<file path="src/rtl/mem_block_mover.sv">
// Block-copy DMA engine owning the single data-memory port: copies len words src->dst, 2 cycles/word.
// Optional MOVER_FILL_EN adds a pattern-fill mode (fill/pattern ports, 1 cycle/word).
module mem_block_mover #(
   parameter int AW = 16,
   parameter int DW = 16,
   parameter int LW = 8
) (
   input  logic          clk,
   input  logic          reset,
   input  logic          start,
   input  logic [AW-1:0] src,
   input  logic [AW-1:0] dst,
   input  logic [LW-1:0] len,
`ifdef MOVER_FILL_EN
   input  logic          fill,
   input  logic [DW-1:0] pattern,
`endif
   output logic          busy,
   output logic          done,
   output logic [AW-1:0] mem_addr,
   output logic [DW-1:0] mem_wdata,
   input  logic [DW-1:0] mem_rdata,
   output logic          mem_we
);

   typedef enum logic [1:0] {
      S_IDLE  = 2'd0,
      S_READ  = 2'd1,
      S_WRITE = 2'd2,
      S_DONE  = 2'd3
   } state_t;

   localparam logic [AW-1:0] ONE_A = {{(AW-1){1'b0}}, 1'b1};
   localparam logic [LW-1:0] ONE_L = {{(LW-1){1'b0}}, 1'b1};

   state_t        state_r;
   logic [AW-1:0] sp_r;
   logic [AW-1:0] dp_r;
   logic [LW-1:0] cnt_r;
   logic          fill_r;

`ifndef MOVER_FILL_EN
   assign fill_r = 1'b0;
`endif

   // Transfer FSM; all memory-port and status outputs are registered here.
   always_ff @(posedge clk or negedge reset) begin
      if (!reset) begin
         state_r   <= S_IDLE;
         sp_r      <= '0;
         dp_r      <= '0;
         cnt_r     <= '0;
         busy      <= 1'b0;
         done      <= 1'b0;
         mem_addr  <= '0;
         mem_wdata <= '0;
         mem_we    <= 1'b0;
`ifdef MOVER_FILL_EN
         fill_r    <= 1'b0;
`endif
      end else begin
         case (state_r)
            S_IDLE: begin
               done   <= 1'b0;
               mem_we <= 1'b0;
               if (start) begin
                  sp_r  <= src;
                  dp_r  <= dst;
                  cnt_r <= len;
                  busy  <= 1'b1;
`ifdef MOVER_FILL_EN
                  fill_r <= fill;
`endif
                  if (len == '0) begin
                     state_r <= S_DONE;
                     done    <= 1'b1;
                  end
`ifdef MOVER_FILL_EN
                  else if (fill) begin
                     state_r   <= S_WRITE;
                     mem_addr  <= dst;
                     mem_wdata <= pattern;
                     mem_we    <= 1'b1;
                  end
`endif
                  else begin
                     state_r  <= S_READ;
                     mem_addr <= src;
                  end
               end else begin
                  busy <= 1'b0;
               end
            end
            S_READ: begin
               mem_wdata <= mem_rdata;
               mem_addr  <= dp_r;
               mem_we    <= 1'b1;
               sp_r      <= sp_r + ONE_A;
               state_r   <= S_WRITE;
            end
            S_WRITE: begin
               // The memory commits mem_wdata at dp on this edge.
               dp_r  <= dp_r + ONE_A;
               cnt_r <= cnt_r - ONE_L;
               if (cnt_r == ONE_L) begin
                  mem_we  <= 1'b0;
                  done    <= 1'b1;
                  state_r <= S_DONE;
               end else if (fill_r) begin
                  mem_addr <= dp_r + ONE_A;
                  mem_we   <= 1'b1;
               end else begin
                  mem_we   <= 1'b0;
                  mem_addr <= sp_r;
                  state_r  <= S_READ;
               end
            end
            S_DONE: begin
               done    <= 1'b0;
               busy    <= 1'b0;
               state_r <= S_IDLE;
            end
            default: begin
               state_r <= S_IDLE;
               busy    <= 1'b0;
               done    <= 1'b0;
               mem_we  <= 1'b0;
            end
         endcase
      end
   end

endmodule

</file>
<file path="config.mk">
export PLATFORM = sky130hd
export DESIGN_NAME = mem_block_mover
export DESIGN_NICKNAME = d
export VERILOG_FILES = /design/src/rtl/mem_block_mover.sv
export SDC_FILE = /design/constraint.sdc
export NUM_CORES = 1
export LEC_CHECK = 0
export ABC_CLOCK_PERIOD_IN_PS = 3000
export BUFFER_PORTS_ARGS = -buffer_cell sky130_fd_sc_hd__buf_2
export CAP_MARGIN = 25
export CORE_AREA = 2 2 116 118
export CTS_CLUSTER_SIZE = 28
export DETAILED_ROUTE_END_ITERATION = 16
export DIE_AREA = 0 0 118 120
export PLACE_DENSITY = 0.58
export SYNTH_ARGS = -nofsm -noshare
export SYNTH_HDL_FRONTEND = slang
export SYNTH_SLANG_ARGS = --single-unit
</file>
<file path="constraint.sdc">
create_clock -name clk -period 3 [get_ports clk]
set_input_delay 0.3 -clock clk [delete_from_list [all_inputs] [get_ports clk]]
set_output_delay 0.3 -clock clk [all_outputs]
set_load 0.05 [all_outputs]
</file>
## Yosys cells after proc, flatten, opt, wreduce, memory -nomap -nowiden

Cells that the tools add are included.

| storage, ports and cells | value |
|---|---|
| latch bits | 0 |
| logic and storage cells | 54 |
| memory bits (writable) | 0 |
| flip-flop bits (word level) | 77 |
| bits in read-only memories | 0 |
| memories | 0 |
| input bits | 59 |

| operators by class | value |
|---|---|
| multiply operators | 0 |
| equal/unequal tests | 8 |
| add/sub/neg operators | 3 |
| magnitude comparators | 0 |
| bitwise gates (word level) | 0 |
| reductions and logical operators | 13 |
| divide/modulo/power cells | 0 |
| muxes and demuxes | 21 |
| shift operators | 0 |

Operators with widths:

| operator | number |
|---|---|
| 16-bit 2-to-1 mux | 5 |
| 16-bit one-hot mux with 2 select lines | 2 |
| 16-bit one-hot mux with 3 select lines | 1 |
| 16-bit by 1-bit adder with 16-bit output (second input constant) | 2 |
| 8-bit one-hot mux with 2 select lines | 1 |
| 8-bit by 1-bit equality test with 1-bit output (second input constant) | 1 |
| 8-bit logical NOT | 1 |
| 8-bit 2-to-1 mux | 1 |
| 2-bit != test (second input constant) | 4 |
| 2-bit one-hot mux with 4 select lines | 1 |
| 2-bit nonzero test | 4 |
| 8-bit by 1-bit subtractor with 8-bit output (second input constant) | 1 |
| 2-bit 2-to-1 mux | 3 |
| 2-bit AND reduction | 3 |
| 3-bit nonzero test | 2 |
| 2-bit equality test (second input constant) | 2 |
| 1-bit 2-to-1 mux | 4 |
| 1-bit one-hot mux with 2 select lines | 2 |
| 4-bit AND reduction | 1 |
| 1-bit one-hot mux with 3 select lines | 1 |
| 2-bit by 1-bit equality test with 1-bit output (second input constant) | 1 |
| 2-bit logical NOT | 1 |
| 2-bit OR reduction | 1 |

## Logic depth before layout (Yosys ltp)

Gate-level depths: netlist of the first run.

| depth | value |
|---|---|
| word-level depth | 4 |
| gate-level depth with buffers | 9 |
| depth with buffers taken out | 6 |

## Worst setup path after synthesis of the first run

No wires, ideal clock.

| timing | value |
|---|---|
| kind | register to register |
| start point | register state_r[1] |
| end point | register sp_r[4] |
| cell stages (with the launch flop) | 10 |
| arrival | 1.801 ns |
| buffers on the path | 3 |
| setup slack | 1.122 ns |
| clock period less this slack | 1.878 ns |
| cells stage by stage | dfrtp_1 inv_1 ha_1 buf_2 mux2_2 buf_2 buf_2 nand3_1 o21ai_0 a21oi_1 |

| on the way | value |
|---|---|
| longest elaborated chain between the ends | 3 |
| elaborated cells between the ends (all ways) | 6 |
| those cells by class | eq/ne (2); mux (1); reduce/logical (3) |

Ends and longest elaborated chain:

| what | line | source |
|---|---|---|
| start, declared | 36 | `state_t state_r;` |
| start signal, assigned | 49 | `state_r <= S_IDLE;` |
| start signal, assigned | 75 | `state_r <= S_DONE;` |
| start signal, assigned | 87 | `state_r <= S_READ;` |
| 2-bit by 1-bit equality test with 1-bit output or 2-bit logical NOT (tied branches) | 62 | `case (state_r)` |
| 2-bit nonzero test (no line) or 2-bit != test (tied branches) | n/a |  |
| 2-bit AND reduction (no line) | n/a |  |
| end signal, assigned | 67 | `sp_r <= src;` |
| end signal, assigned | 98 | `sp_r <= sp_r + ONE_A;` |
| end, declared | 37 | `logic [AW-1:0] sp_r;` |

Several ways; a longest one is shown, not always the timed one.
A chain may end at the register's enable or synchronous reset.

## Worst setup path after layout of the first run

| timing | value |
|---|---|
| start point | register state_r[1] |
| end point | register dp_r[15] |

| on the way | value |
|---|---|
| longest elaborated chain between the ends | 3 |
| elaborated cells between the ends (all ways) | 6 |
| those cells by class | eq/ne (2); mux (1); reduce/logical (3) |

Ends and longest elaborated chain:

| what | line | source |
|---|---|---|
| 2-bit equality test or 2-bit logical NOT (tied branches) | 62 |  |
| 2-bit nonzero test (no line) or 2-bit != test (tied branches) | n/a |  |
| 2-bit AND reduction (no line) | n/a |  |
| end signal, assigned | 68 | `dp_r <= dst;` |
| end signal, assigned | 103 | `dp_r <= dp_r + ONE_A;` |
| end, declared | 38 | `logic [AW-1:0] dp_r;` |

Several ways; a longest one is shown, not always the timed one.

==> results.json, run 1 <==
{
  "clock_skew_ns": 0.00729,
  "pwr-share-comb_pct": 55.2,
  "postCtsHoldBufs": 0,
  "placed_cell_area_mm2": 0.00499,
  "powerDensity_mw_per_mm2": 1410,
  "ir_worst_vdd_v": 0.000765,
  "run_status": "finished, final reports clean",
  "power_frac_clock_pct": 15.7,
  "area_delta_synth_final_pct": 20.8,
  "p_switching_mw": 3.63,
  "die_y_um": 120,
  "synthArstFlopShare_pct": 100,
  "maxSlewHeadroom_pct": 30.6,
  "die_x_um": 118,
  "critical_path.max_stage_delay_ns": 0.88,
  "fmax_mhz": 403,
  "setup_slack_ns": 0.518,
  "seq_power_share_pct": 29.1,
  "hold_viol": 0,
  "post-route-min-period_ns": 2.48,
  "clock_latency_ns": 0.34,
  "antennaDiodeCount": 0,
  "wl_per_cell_um": 15.9,
  "p_int_mw": 3.92,
  "drt_iter0_drc": 257,
  "path_delay_family": "multiplexers",
  "syn-num-nets": 534,
  "syn_area_per_cell_um2": 9.56,
  "ctsRootBufferMaster": "clkbuf_16",
  "grt-busiest-layer": "met2",
  "cts_tree": "built",
  "yosys.area.top_type": "dfrtp_1",
  "path_max_fanout": 13,
  "syn_inst": 464,
  "postRouteAntennaNets": 0,
  "post_cts_resized": 0,
  "netSwitchingFraction_pct": 48.0,
  "leakagePower_nw": 2.30,
  "dp_hpwl_um": 8060,
  "gp_congestion": 0.826,
  "clock_sinks": 77,
  "yosysTopAreaCellShare_pct": 43.5,
  "dp.cells": 702,
  "core_mm2": 0.0130,
  "fin_area_mm2": 0.00536,
  "grt_overflow": 0,
  "yosys.cell_types.count": 43,
  "numCtsBuffers": 9,
  "cp.buffers_inverters": 1,
  "seqCellArea_mm2": 0.00193,
  "synth-seq-cells": 77,
  "antenna_found_initial": 0,
  "worst_ep_required_time_ns": 3.22,
  "fin_setup_tns_ns": 0,
  "initial_core_util_pct": 34.2,
  "track_usage_pct": 16.8,
  "ys_warn_count": 0,
  "period_share_pct": 82.7,
  "post_cts_buffers": 0,
  "critPathCaptureType": "register",
  "seq_area_frac_synth_pct": 43.5,
  "worstSetupStartpointType": "register",
  "setup_violations": 0,
  "crit_type": "register to register",
  "synth.most_common_cell": "dfrtp_1",
  "rows": 42,
  "clkTransAtPathRegs_ns": 0.06,
  "yosys-top-cells-count": "dfrtp_1 (77), a21oi_1 (59), nor2_1 (33)",
  "cp_cell_sequence": "inv_1 > ha_1 > mux2i_1 > nor2_1 > a311oi_1 > nor3_1",
  "grt_pass1_wl_um": 19200,
  "grt_max_degree": 78,
  "drive_above_1_share_pct": 29.2,
  "slew_violations": 0,
  "synth-edff-count": 0,
  "clk_path_buf_depth": 2,
  "hold_class": "input port to register",
  "slowest_stage": "mux2i_1",
  "drtPass1Iterations": 4,
  "grt_pass1_vias": 3749,
  "preCtsSetupSlack_ns": 0.541,
  "use_met3_pct": 3.52,
  "synth_area_mm2": 0.00443,
  "io_buffers": 93,
  "rsz0062_at_grt": "no",
  "synthFlopType": "dfrtp_1",
  "drt-total-wl_um": 11500,
  "multi_input_area_mm2": 0.00229,
  "final_nets": 609,
  "synth_top_cells_by_area": "dfrtp_1 (43%), a21oi_1 (6.7%), mux2_2 (6.3%)",
  "via_per_inst": 5.37,
  "maxCapViolCount": 0,
  "grtUsageMet1_pct": 23.4,
  "fin_cells": 720,
  "drc": 0,
  "num-fill-cells": 1320,
  "hold_ws_ns": 0.191,
  "die-area_mm2": 0.0142,
  "worst_slew_pin_slew_ns": 1.01,
  "cp_data_arrival_time_ns": 2.70,
  "ctsHtreeMaxLevel": 3,
  "grt_util_met2_pct": 26.2,
  "vias": 3864,
  "ios": 94
}
path summary, 6_finish.rpt:
check,startpoint,endpoint,slack (ns),depth (start not counted)
max reg2reg,state_r[1]$_DFFE_PN0N_,dp_r[15]$_DFFE_PN0P_,0.52,6
min in group asynchronous,reset,cnt_r[6]$_DFFE_PN0P_,0.34,2
min,mem_rdata[10],mem_wdata[10]$_DFFE_PN0P_,0.19,2
max in group asynchronous,reset,mem_wdata[12]$_DFFE_PN0P_,2.08,3
min reg2reg,busy$_DFFE_PN0P_,busy$_DFFE_PN0P_,0.50,2
max,state_r[1]$_DFFE_PN0N_,dp_r[15]$_DFFE_PN0P_,0.52,6
cell families (layout without fill, tap and decap cells):
group           Yosys count  after routing  synth area share (%)
compound gates          141            141                  19.0
simple gates            136            136                  16.2
flops                    77             77                  43.5
mux                      51             51                  13.3
buf+inv                  48            128                  4.94
fa+ha+maj                11             11                  3.10
registers in the layout, indices dropped and copies added, names as in the netlist:
signal / count
sp_r: 16
done: 1
busy: 1
state_r: 2
mem_wdata: 16
mem_addr: 16
dp_r: 16
mem_we: 1
cnt_r: 8
metrics by stage:
stage / power, mW / utilization, %
floorplan: 5.49 / -
global route: 8.15 / 41.3
global placement: 6.28 / 38.5
CTS: 7.60 / 41.0
finish: 7.55 / 41.3
detailed placement: 6.39 / 38.5
per-layer routing:
metal	wire length, um	share of wire [%]
met1	5470	48
met2	5390	47
met3	478	4.2
met4	123	1.1
met5	0	0
power groups by stage:
stage / Clock, mW / Combinational, mW / Sequential, mW
floorplan: 0 / 2.63 / 2.86
global placement: 0 / 4.10 / 2.18
detailed placement: 0 / 4.19 / 2.20
CTS: 1.21 / 4.20 / 2.19
global route: 1.26 / 4.59 / 2.30
finish: 1.18 / 4.17 / 2.20
area by class of cell:
type | count | area share, %
Tap cell | 176 | 4.11
Inverter | 11 | 0.771
Clock buffer | 10 | 4.46
Timing Repair Buffer | 101 | 10.3
Sequential cell | 77 | 36.0
Clock inverter | 6 | 1.61
Multi-Input combinational cell | 339 | 42.8
placed cells by master, fill, tap and decap left out, types with 2 or more instances in the layout:
cell	instances
a22oi_1	16
nor2b_1	2
a21oi_1	59
mux2i_1	16
ha_2	2
bufinv_16	2
mux2_4	10
nand4_1	12
nor4_1	5
a31o_2	2
or4b_1	2
clkinv_2	2
o31ai_1	5
nor2_1	33
nand2_1	25
buf_2	92
a2bb2oi_1	2
and3_1	6
o22a_1	2
clkbuf_16	9
nor3_1	10
ha_1	9
dfrtp_1	77
inv_1	11
nor4_2	2
o22ai_1	25
nand2b_1	6
and4_1	4
buf_4	7
mux2_2	25
nor3b_1	4
o21ai_0	22
nand3_1	23
Note: power is estimated with default switching activity, not from simulation.
==> run 2: changes to the inputs <==
- ABC_AREA: unset -> 1
- ABC_CLOCK_PERIOD_IN_PS: 3000 -> 2400
- CORE_AREA: 2 2 116 118 -> 2 2 119 121
- DIE_AREA: 0 0 118 120 -> 0 0 121 123
- PLACE_DENSITY: 0.58 -> 0.57
- clock period: 3 -> 2.4 ns (I/O delays scaled with it)
==> run 2 against run 1 <==
Cell area is 4.2% higher. Register-to-register slack worse by 0.16 ns. Sequential power is 20% higher. Maximum frequency is 21% higher. Critical endpoint is now mem_addr[5]$_DFFE_PN0P_. Global-route usage is 2.2 points higher. Sequential share of layout area is 1.5 points lower. Clock-buffer cell count is 1 lower. Clock skew is 0.0029 ns higher. Largest cell class unchanged.
==> results.json, run 2 <==
{
  "hold_class": "input port to register",
  "grt_pass1_vias": 4502,
  "maxCapViolCount": 0,
  "wl_per_cell_um": 14.3,
  "yosys-top-cells-count": "nand2_1 (225), dfrtp_1 (77), o21ai_0 (66)",
  "cp_data_arrival_time_ns": 2.26,
  "drt_iter0_drc": 283,
  "yosysTopAreaCellShare_pct": 41.3,
  "leakagePower_nw": 2.81,
  "ys_warn_count": 0,
  "rsz0062_at_grt": "no",
  "synthAdderAreaFrac_pct": 2.95,
  "fmax_mhz": 489,
  "seq_area_frac_synth_pct": 41.3,
  "die_y_um": 123,
  "ir_worst_vdd_v": 0.000493,
  "synth_top_cells_by_area": "dfrtp_1 (41%), nand2_1 (18%), o21ai_0 (7.1%)",
  "grt_max_degree": 50,
  "fin_setup_tns_ns": 0,
  "synth-edff-count": 0,
  "syn-num-nets": 739,
  "core_mm2": 0.0136,
  "worst_slew_pin_slew_ns": 0.569,
  "clkTransAtPathRegs_ns": 0.06,
  "worstSetupStartpointType": "register",
  "rows": 43,
  "ctsHtreeMaxLevel": 3,
  "synth.most_common_cell": "nand2_1",
  "track_usage_pct": 19.0,
  "synth_mux_area_share_pct": 0,
  "grt-busiest-layer": "met2",
  "post-route-min-period_ns": 2.04,
  "final_nets": 827,
  "antennaDiodeCount": 0,
  "postRouteAntennaNets": 0,
  "gp_congestion": 0.914,
  "slew_violations": 0,
  "syn_area_per_cell_um2": 6.98,
  "antenna_found_initial": 0,
  "clock_sinks": 77,
  "run_status": "finished, final reports clean",
  "grtUsageMet1_pct": 24.8,
  "drtPass1Iterations": 5,
  "via_per_inst": 4.92,
  "setup_violations": 0,
  "ios": 94,
  "powerDensity_mw_per_mm2": 1680,
  "cts_tree": "built",
  "path_max_fanout": 32,
  "post_cts_resized": 0,
  "synthArstFlopShare_pct": 100,
  "yosys.cell_types.count": 31,
  "critPathCaptureType": "register",
  "dp_hpwl_um": 10100,
  "clock_latency_ns": 0.36,
  "syn_inst": 669,
  "synthFlopType": "dfrtp_1",
  "initial_core_util_pct": 34.3,
  "drc": 0,
  "crit_type": "register to register",
  "grt_util_met2_pct": 30.8,
  "synth_compound_area_share_pct": 15.8,
  "worst_ep_required_time_ns": 2.61,
  "final_cell_mix": "nand2_1 (225), buf_2 (92), dfrtp_1 (77)",
  "use_met3_pct": 3.97,
  "synthXorXnorAreaFrac_pct": 0,
  "final_util_pct": 41.0,
  "hold_viol": 0,
  "synth-seq-cells": 77,
  "clock_skew_ns": 0.0102,
  "die-area_mm2": 0.0149,
  "synthSimpleGateAreaFrac_pct": 31.2,
  "area_delta_synth_final_pct": 19.5,
  "die_x_um": 121,
  "clk_path_buf_depth": 2,
  "numCtsBuffers": 9,
  "grt_pass1_wl_um": 22200,
  "layout_commonest_cell": "nand2_1",
  "io_buffers": 93,
  "synth_area_mm2": 0.00467,
  "maxSlewHeadroom_pct": 62.0,
  "vias": 4638,
  "grt_overflow": 0,
  "synth_top_family_by_area": "simple AND/OR/NAND/NOR gates",
  "drt-total-wl_um": 13500,
  "drive_above_1_share_pct": 18.9,
  "yosys.area.top_type": "dfrtp_1",
  "ctsRootBufferMaster": "clkbuf_16",
  "period_share_pct": 85.2
}
## run 2: changes by cell type after synthesis, moves of 17 or more
cell / delta
nor2_1: +30
inv_1: +44
o21ai_0: +44
nand3_1: +18
o22ai_1: -20
a21oi_1: -17
nand2_1: +200
mux2_2: -25
## run 2: final cells by class
type                    instances  area [um^2]
fillers                      1457         8030
inverters                      60          225
well taps                     180          225
clock buffers                   9          225
flip-flops and latches         77         1930
clock inverters                 7         55.1
multi-input cells             502         2340
repair buffers                107          588
## run 2: cell families (layout without fill, tap and decap cells)
| kind of cell | count (synthesis) | count (layout) |
|---|---|---|
| and+or+nand+nor | 353 | 353 |
| AOI/OAI and AO/OA | 138 | 138 |
| buffers and inverters | 90 | 183 |
| DFF | 77 | 77 |
| adders and majority gates | 11 | 11 |
## run 2: worst paths after layout
check                                    startpoint                         to  slack (ns)  depth (start not counted)
min                                   mem_rdata[12]  mem_wdata[12]$_DFFE_PN0P_        0.08                          3
max in group asynchronous                     reset        dp_r[8]$_DFFE_PN0P_        1.42                          3
max reg2reg                  state_r[0]$_DFFE_PN0N_    mem_addr[5]$_DFFE_PN0P_        0.36                          8
min in group asynchronous                     reset        sp_r[9]$_DFFE_PN0P_        0.36                          2
min reg2reg                mem_wdata[9]$_DFFE_PN0P_   mem_wdata[9]$_DFFE_PN0P_        0.47                          2
max                          state_r[0]$_DFFE_PN0N_    mem_addr[5]$_DFFE_PN0P_        0.36                          8
## run 2: metal layers
layer / vias to the layer above / part of all wire [%]
met3: 18 / 6.0
met5: - / 0
met1: 2148 / 45
li1: 2336 / -
met4: 0 / 1.9
met2: 136 / 47
## run 2: worst max-delay path, stage by stage, from the launching register on
cell,delay [ns]
dfrtp_1,0.44
inv_1,0.13
ha_1,0.28
inv_2,0.12
nor2_4,0.06
nor2_1,0.11
nand3_2,0.46
nand2_1,0.20
o21ai_0,0.10
## run 2: repair_timing
action / 4_1_cts / 5_1_grt
hold buffers: 1 / 0
endpoints found under the hold margin: 28 / 0
setup buffers: 0 / 0
setup endpoints to repair: 0 / 0
## run 2: report_power, final
part           internal [mW]  switching, mW  leakage [nW]
sequential              1.99          0.653         0.918
clock                  0.711          0.604         0.133
combinational           1.59           3.82          1.76
total                   4.29           5.08          2.81
## run 2: through the flow
stage	worst slack (ns)	hold WS, ns	instances	power [mW]	instance area (um^2)
after floorplan	0.784	-0.0556	669	6.74	4670
after global placement	0.513	0.212	925	7.96	5290
after detailed placement	0.367	0.213	925	8.07	5290
after CTS	0.331	0.0757	942	9.43	5580
after global routing	0.118	0.0923	942	10.3	5580
final	0.356	0.0839	942	9.37	5580
==> run 3: changes to the inputs <==
--- a/config.mk
+++ b/config.mk
@@ -7,5 +7,5 @@
 export LEC_CHECK = 0
 export ABC_AREA = 1
-export ABC_CLOCK_PERIOD_IN_PS = 2400
+export ABC_CLOCK_PERIOD_IN_PS = 1860
 export BUFFER_PORTS_ARGS = -buffer_cell sky130_fd_sc_hd__buf_2
 export CAP_MARGIN = 25
@@ -14,5 +14,6 @@
 export DETAILED_ROUTE_END_ITERATION = 16
 export DIE_AREA = 0 0 121 123
-export PLACE_DENSITY = 0.57
+export HOLD_SLACK_MARGIN = 0.1
+export PLACE_DENSITY = 0.59
 export SYNTH_ARGS = -nofsm -noshare
 export SYNTH_HDL_FRONTEND = slang
==> constraint.sdc (replaced) <==
create_clock -name clk -period 1.86 [get_ports clk]
set_input_delay 0.372 -clock clk [delete_from_list [all_inputs] [get_ports clk]]
set_output_delay 0.372 -clock clk [all_outputs]
set_load 0.05 [all_outputs]
==> run 3 against run 2 <==
Global-route usage shrank 1.1 points. First-iteration DRC count shrank 14%. Largest cell class unchanged. Die area is the same. Clock-buffer cell count grew 1. Non-clock buffer count grew 10. Critical path depth grew 1. Sequential share of layout area shrank 0.96 points. Combinational power grew 37%. Setup slack lost 0.24 ns.
==> results.json, run 3 (synthesis gave the netlist of run 2 again) <==
{
  "drtPass1Iterations": 5,
  "worst_ep_required_time_ns": 2.09,
  "vias": 4591,
  "clock_skew_ns": 0.00633,
  "critPathCaptureType": "register",
  "rows": 43,
  "antenna_found_initial": 0,
  "layout_commonest_cell": "nand2_1",
  "maxCapViolCount": 0,
  "clock_latency_ns": 0.35,
  "slowest_stage": "dfrtp_1",
  "drt_iter0_drc": 243,
  "die-area_mm2": 0.0149,
  "post-route-min-period_ns": 1.75,
  "final_nets": 838,
  "die_y_um": 123,
  "clock_sinks": 77,
  "initial_core_util_pct": 34.3,
  "holdPathStages": 3,
  "ctsHtreeMaxLevel": 3,
  "postRouteAntennaNets": 0,
  "gp_congestion": 0.839,
  "wl_per_cell_um": 13.5,
  "critical_path.max_stage_delay_ns": 0.42,
  "hold_viol": 0,
  "r2r-start": "state_r[1]$_DFFE_PN0N_",
  "dp_hpwl_um": 9360,
  "antennaDiodeCount": 0,
  "rsz0062_at_grt": "no",
  "cp_data_arrival_time_ns": 1.98,
  "final_util_pct": 42.2,
  "fin_setup_tns_ns": 0,
  "r2r_slack_ns": 0.11,
  "clk_path_buf_depth": 2,
  "path_max_fanout": 7,
  "via_per_inst": 4.82,
  "reg2reg_depth": 9,
  "leakagePower_nw": 2.87,
  "grt_pass1_wl_um": 20700,
  "io_buffers": 93,
  "core_mm2": 0.0136,
  "cp_cell_sequence": "inv_2 > ha_2 > inv_2 > nor2_4 > inv_2 > o21ai_4 > clkinvlp_4 > a21oi_1 > a21oi_1",
  "die_x_um": 121,
  "setup_slack_ns": 0.113,
  "fmax_mhz": 572,
  "grt_overflow": 0,
  "slew_violations": 0,
  "cp-startpoint": "state_r[1]$_DFFE_PN0N_",
  "period_share_pct": 93.9,
  "min-delay-start": "mem_rdata[3]",
  "final_cell_mix": "nand2_1 (225), buf_2 (92), dfrtp_1 (76)",
  "grt-busiest-layer": "met2",
  "ios": 94,
  "drc": 0,
  "grt_pass1_vias": 4141,
  "powerDensity_mw_per_mm2": 2160,
  "min_to": "mem_wdata[3]$_DFFE_PN0P_",
  "worstSetupStartpointType": "register",
  "dp.cells": 930,
  "grt_max_degree": 51,
  "preCtsSetupSlack_ns": 0.0175,
  "cts_tree": "built",
  "run_status": "finished, final reports clean",
  "hold_class": "input port to register",
  "setup_violations": 0,
  "clkTransAtPathRegs_ns": 0.06,
  "grt_util_met2_pct": 26.7,
  "maxSlewHeadroom_pct": 68.2,
  "drive_above_1_share_pct": 20.8,
  "drt-total-wl_um": 12900,
  "ir_worst_vdd_v": 0.000695,
  "crit_type": "register to register",
  "area_delta_synth_final_pct": 23.0,
  "fin_cells": 953,
  "numCtsBuffers": 9,
  "worst_slew_pin_slew_ns": 0.477,
  "crit_top_cell": "inv_2",
  "grtUsageMet1_pct": 25.8,
  "worstReg2RegEnd": "sp_r[7]$_DFFE_PN0P_",
  "use_met3_pct": 3.69,
  "track_usage_pct": 17.9,
  "ctsRootBufferMaster": "clkbuf_16"
}
-- run 3: metal layers --
metal  routed length (um)  vias to the layer above
li1                     -                     2357
met1                 6440                     2102
met2                 5650                      111
met3                  613                       21
met4                  204                        0
met5                    0                        -
-- run 3: worst max path at each step --
stage	cells after the start	endpoint	slack, ns
floorplan	10	sp_r[7]$_DFFE_PN0P_	0.24
global placement	10	sp_r[5]$_DFFE_PN0P_	0.08
detailed placement	10	sp_r[5]$_DFFE_PN0P_	0.02
CTS	10	sp_r[5]$_DFFE_PN0P_	0.03
global route	10	sp_r[5]$_DFFE_PN0P_	0.006
finish	9	sp_r[7]$_DFFE_PN0P_	0.11
-- run 3: area by class of cell --
type / count / area (um^2)
flip-flops and latches: 77 / 1930
multi-input cells: 502 / 2350
repair buffers: 117 / 726
clock inverters: 6 / 38.8
repair inverters: 1 / 7.51
well taps: 180 / 225
clock buffers: 10 / 239
fillers: 1450 / 7870
inverters: 60 / 231
-- run 3: what timing repair did --
action | CTS | global route
setup endpoints to repair | 0 | 27
setup buffers | 0 | 5
hold endpoints to repair | 30 | 0
gates resized for setup | 0 | 11
hold buffers | 1 | 0
-- run 3: power breakdown --
group	leakage (nW)	internal (mW)	total, mW	switching [mW]
combinational	1.82	2.40	7.41	5.01
sequential	0.917	2.57	3.35	0.780
clock	0.134	0.935	1.67	0.731
total	2.87	5.91	12.4	6.52
-- run 3: per-stage QoR --
step / instance area (um^2) / hold slack (ns) / total power [mW]
2_1_floorplan: 4670 / 0.0764 / 8.70
3_3_place_gp: 5370 / 0.359 / 10.4
3_5_place_dp: 5370 / 0.365 / 10.5
4_1_cts: 5660 / 0.212 / 12.2
5_1_grt: 5750 / 0.221 / 13.6
6_report: 5750 / 0.222 / 12.4
-- run 3: critical path, delay by kind of cell (launching register included) --
kind,cells,cell delay [ns]
AOI/OAI and AO/OA,3,0.34
adders and majority gates,1,0.20
buffers and inverters,4,0.53
DFF,1,0.42
and+or+nand+nor,1,0.14
